<file path="config.mk">
export PLATFORM = sky130hd
export DESIGN_NAME = reg_file_wb
export DESIGN_NICKNAME = d
export VERILOG_FILES = /design/src/rtl/reg_file_wb.sv
export SDC_FILE = /design/constraint.sdc
export NUM_CORES = 2
export LEC_CHECK = 0
export ABC_CLOCK_PERIOD_IN_PS = 53000
export CORE_ASPECT_RATIO = 1.1
export CORE_UTILIZATION = 35
export DETAILED_ROUTE_END_ITERATION = 10
export SLEW_MARGIN = 20
export SYNTH_ARGS = -nofsm -noshare
export SYNTH_HDL_FRONTEND = slang
export SYNTH_SLANG_ARGS = --single-unit
</file>
<file path="constraint.sdc">
create_clock -name clk -period 53 [get_ports clk]
set_input_delay 5.3 -clock clk [delete_from_list [all_inputs] [get_ports clk]]
set_output_delay 5.3 -clock clk [all_outputs]
set_load 0.1 [all_outputs]
</file>
<file path="src/rtl/reg_file_wb.sv">
`timescale 1ns/1ps
`default_nettype none
// reg_file_wb: 2-read/1-write register file with r0 tied to zero and a commit counter.
// Define REG_FILE_WB_BYPASS_EN for combinational write-through forwarding on both read ports.
module reg_file_wb #(
  parameter int DATA_WIDTH = 32,
  parameter int ADDR_WIDTH = 5
) (
  input  logic                  clk,
  input  logic                  Reset,
  input  logic                  RegWrite,
  input  logic [ADDR_WIDTH-1:0] WriteAddress,
  input  logic [DATA_WIDTH-1:0] WriteData,
  input  logic [ADDR_WIDTH-1:0] ReadAddress1,
  input  logic [ADDR_WIDTH-1:0] ReadAddress2,
  output logic [DATA_WIDTH-1:0] READDATA1,
  output logic [DATA_WIDTH-1:0] READDATA2,
  output logic [31:0]           WRITECOUNT
);
  localparam int NREGS = 1 << ADDR_WIDTH;

  logic [DATA_WIDTH-1:0] regs_q [NREGS];
  logic [31:0]           writecount_q;
  logic [31:0]           writecount_d;
  logic                  kill_q;
  logic                  commit;

  // A reset seen after the last falling edge cancels the write staged at that edge.
  always_ff @(negedge clk or posedge Reset) begin
    if (Reset) kill_q <= 1'b1;
    else       kill_q <= 1'b0;
  end

  assign commit       = RegWrite && (WriteAddress != '0) && !kill_q && !Reset;
  assign writecount_d = commit ? writecount_q + 32'd1 : writecount_q;

  always_ff @(posedge clk or posedge Reset) begin
    if (Reset) begin
      for (int i = 0; i < NREGS; i++) regs_q[i] <= '0;
      writecount_q <= '0;
    end else begin
      if (commit) regs_q[WriteAddress] <= WriteData;
      writecount_q <= writecount_d;
    end
  end

  always_comb begin
    READDATA1 = (ReadAddress1 == '0) ? '0 : regs_q[ReadAddress1];
    READDATA2 = (ReadAddress2 == '0) ? '0 : regs_q[ReadAddress2];
`ifdef REG_FILE_WB_BYPASS_EN
    if (commit && (ReadAddress1 == WriteAddress)) READDATA1 = WriteData;
    if (commit && (ReadAddress2 == WriteAddress)) READDATA2 = WriteData;
`endif
  end

  assign WRITECOUNT = writecount_q;

endmodule
`default_nettype wire

</file>
After elaboration in Yosys (flattened, before gate mapping)
Cells that the tools add are included.

Bits in registers: 1057. Output and inout port bits: 96. Logic and storage cells: 62.

$add $sub $neg: 1. Magnitude comparators: 4. Multiplexer cells: 11. Bitwise operators: 3. Reductions and logical operators: 9.

Operators with widths (count): $bwmux W1024 (1); $bmux W32 S5 (2); $mux W32 (7); $demux W32 S5 (1); $add A32 B1 Y32 const B (1); $ge A6 B6 Y1 const B (3); $not A5 Y6 (3); $logic_not A5 Y1 (2); $lt A6 B1 Y1 const B (1); $reduce_bool A5 Y1 (1); $logic_and A1 B1 Y1 (4); $logic_not A1 Y1 (2).

Depth between registers and ports, before layout
Word-level depth: 6. Gate-level depth with buffers: 9. Mapped depth without buffers: 6.

==> flow_summary.toml <==
[grt]
total_global_routing_track_utilization = 0.221
grt_pass1_wl_mm = 263
grt_pass1_vias = 37000
pin_count_of_the_biggest_net_entering_global_routing = 154
antenna_found_initial = 11
globalRoute.totalOverflow = 0

[clock_network]
cts_root_buf = "sky130_fd_sc_hd__clkbuf_16"
cts_tree = "built"
cts_buffers = 118
clock_sinks = 1057
cts-hold-fix-buffers = 0
clock_tree.htree_level_count = 3
clk_transition_reported_paths_ns = 0.06
maximum_clock_path_buffer_count = 3
cts_resized = 0
clkLatencyLatePin_ns = 0.76
cts.repair_timing.setup_buffer_count = 0

[timing]
setup-tns-final_ns = 0
relSlewSlack = 0.140
grt_setup_unrepaired = "false"
count_of_final_hold_check_violations = 0
slew_viol_final = 0
clock_skew_ns = 0.0550
worst_max_slew_pin_slew_ns = 1.29
setup_viol_count_final = 0

[logic_synthesis]
syn_avg_cell_area_sq_um = 14.8
synth_top_cell_area_share = 0.470
synthFlopType = "sky130_fd_sc_hd__dfrtp_1"
combinational_family_with_the_most_area_after_synthesis = "multiplexers"
synth_top_cell_by_area = "sky130_fd_sc_hd__dfrtp_1"
sequential_share_of_the_synthesized_area = 0.470
yosys_register_bits = 1057
synth_enable_flop_cells = 0
netlist_instances = 3793
synthTopCellsByCount = "sky130_fd_sc_hd__dfrtp_1 (1056), sky130_fd_sc_hd__mux2_2 (1056), sky130_fd_sc_hd__mux4_2 (414), sky130_fd_sc_hd__mux2i_1 (256), sky130_fd_sc_hd__clkbuf_1 (210)"
synth_area_sq_um = 56300
post_synth_num_cell_types = 53
adder_and_majority_gate_portion_of_the_synthesized_area = 0.000222
synthXorXnorAreaFrac = 0.00483
synth-compound-area-share = 0.0430
synthMuxAreaShare = 0.425
ys.warnings.count = 0
area_share_of_and_or_nand_nor_cells_after_synthesis = 0.0194
netlist_top_cells_area = "sky130_fd_sc_hd__dfrtp_1 (47%), sky130_fd_sc_hd__mux2_2 (21%), sky130_fd_sc_hd__mux4_2 (17%)"
fraction_of_registers_with_async_set_reset = 1.00
syn-num-nets = 3844

[detailed_routing]
routed_wire_length_per_instance_um = 30.3
routed_wirelength_mm = 179
drt_pre_antenna_iters = 5
detailroute.via_count = 35200
drc_errors_left = 0
drt-vias-per-instance = 5.97
drtAntennaViolNets = 0
detail_route.iter0.violations = 3026

[finish]
drive_gt1_frac = 0.477
final_cells = 5906
stdcell_area_sq_um = 63100
areaGrowthSynthToFinish_pct = 12.1
final_util = 0.397
num-fill-cells = 14800
multiInputGateArea_sq_um = 27900
design.final.nets = 3769
regArea_sq_um = 26500

[critical_path]
r2r_end = "regs_q[733]"
worst-path-buf-inv = 2
endpoint_kind = "asynchronous set/reset pin"
worstReg2RegStart = "kill_q"
timing.critical_path.cells = "clkdlybuf4s50_1, inv_8"
setup.worst_path.class = "primary input to asynchronous set/reset pin"
reg2reg_slack_ns = 22.93
r2r_cells = 5
crit_path_start_kind = "primary input"
critical_path_arrival_ns = 6.44
crit_required_ns = 27.30
worstPathMaxFanout = 107
critical_path.top_delay_family = "buffers and inverters"
critical-path-max-stage-delay_ns = 0.59
crit_path_top_delay_cell = "sky130_fd_sc_hd__inv_8"

[power_and_ir_drop]
total_leakage_power_nw = 28.4
total_power_mw = 2.07
power_density_nw_per_um2 = 32.9
max-vdd-ir-drop_uv = 30.3

[hold_path]
hold_start = "regs_q[997]"
hold-path-cell-count = 0
worstHoldEndpoint = "regs_q[997]"
worst_min_delay_path_class = "flip-flop to flip-flop"

[flow_run]
max_cap_violations = 0

[floorplanning]
die_height_um = 422
start_util = 0.354
io_pins = 146
number_of_standard_cell_rows_in_the_floorplan = 153
fp.dieArea_sq_um = 162000
die_w_um = 384
core_area_sq_um = 159000

[place]
dp_hpwl_mm = 98.2
port_buffers = 145
dp.cells = 5690
finalWeightedCongestion = 0.788
post_dp_cell_area_sq_um = 59200

[status]
run_status = "finished, final reports clean"
==> layout make-up <==
| type | instances | share of cell area |
|---|---|---|
| inverter | 2 | 0.000238 |
| clock buffer | 187 | 0.0572 |
| clock inverter | 29 | 0.00536 |
| tap | 2092 | 0.0415 |
| timing repair buffer | 229 | 0.0333 |
| antenna | 1 | 0.0000397 |
| multi-input combinational | 2309 | 0.443 |
| sequential | 1057 | 0.419 |
==> kinds of logic (layout without fill, tap and decap cells) <==
| kind of cell | after synthesis | count (layout) |
|---|---|---|
| other cells | 1 | 2 |
| buf+inv | 427 | 447 |
| xor+xnor | 31 | 31 |
| compound gates | 334 | 334 |
| simple gates | 207 | 207 |
| fa+ha+maj | 1 | 1 |
| mux | 1735 | 1735 |
| flops | 1057 | 1057 |
==> how the worst max path moves through the flow <==
stage / to / from / cells after the start / slack [ns]
global route: kill_q / Reset / 2 / 20.73
detailed placement: kill_q / Reset / 2 / 20.08
finish: kill_q / Reset / 2 / 20.86
global placement: kill_q / Reset / 2 / 20.09
floorplan: kill_q / Reset / 1 / 0.21
CTS: kill_q / Reset / 2 / 20.84
==> cells in the final DEF, fill, tap and decap left out, types with 7 or more instances in the layout <==
master	count
sky130_fd_sc_hd__clkbuf_8	36
sky130_fd_sc_hd__clkdlybuf4s50_1	127
sky130_fd_sc_hd__nor2_1	42
sky130_fd_sc_hd__nand2_4	8
sky130_fd_sc_hd__nand4_1	7
sky130_fd_sc_hd__nor3_1	12
sky130_fd_sc_hd__a21oi_1	73
sky130_fd_sc_hd__nor2b_1	16
sky130_fd_sc_hd__o22ai_1	24
sky130_fd_sc_hd__a221oi_1	14
sky130_fd_sc_hd__and3_1	11
sky130_fd_sc_hd__a211oi_1	78
sky130_fd_sc_hd__nand2_2	7
sky130_fd_sc_hd__nor2_4	17
sky130_fd_sc_hd__buf_4	81
sky130_fd_sc_hd__a221oi_2	8
sky130_fd_sc_hd__buf_2	10
sky130_fd_sc_hd__mux2_2	1056
sky130_fd_sc_hd__mux4_2	414
sky130_fd_sc_hd__mux2_1	9
sky130_fd_sc_hd__xor2_1	8
sky130_fd_sc_hd__xnor2_1	23
sky130_fd_sc_hd__a22oi_1	80
sky130_fd_sc_hd__o21ai_0	8
sky130_fd_sc_hd__dfrtp_1	1056
sky130_fd_sc_hd__mux2i_1	256
sky130_fd_sc_hd__clkbuf_1	33
sky130_fd_sc_hd__o221ai_1	32
sky130_fd_sc_hd__clkbuf_16	121
sky130_fd_sc_hd__clkinv_2	13
sky130_fd_sc_hd__nand2_1	29
sky130_fd_sc_hd__nand3_1	10
sky130_fd_sc_hd__nor4_1	8
sky130_fd_sc_hd__a22o_1	14
==> report_power, final <==
| group | internal (mW) | switching (mW) | total (mW) |
|---|---|---|---|
| clock | 0.489 | 0.347 | 0.836 |
| combinational | 0.142 | 0.173 | 0.315 |
| sequential | 0.872 | 0.0494 | 0.922 |
==> flip-flops by register name, indices dropped and copies added, names as in the netlist <==
register / count
regs_q: 1024
kill_q: 1
WRITECOUNT: 32
==> metrics by stage <==
stage,hold slack (ns),setup WS [ns]
CTS,0.397,20.84
global route,0.409,20.73
floorplan,0.441,0.209
finish,0.397,20.86
global placement,0.381,20.09
detailed placement,0.383,20.08
==> metal layers <==
metal,track usage,up-vias,share of wire
met2,0.361,1117,0.48
li1,-,14500,-
met1,0.296,19300,0.42
met3,0.0381,328,0.060
met5,0,-,0.00045
met4,0.0758,14,0.033
No activity file was read; power rests on OpenSTA's default activity.
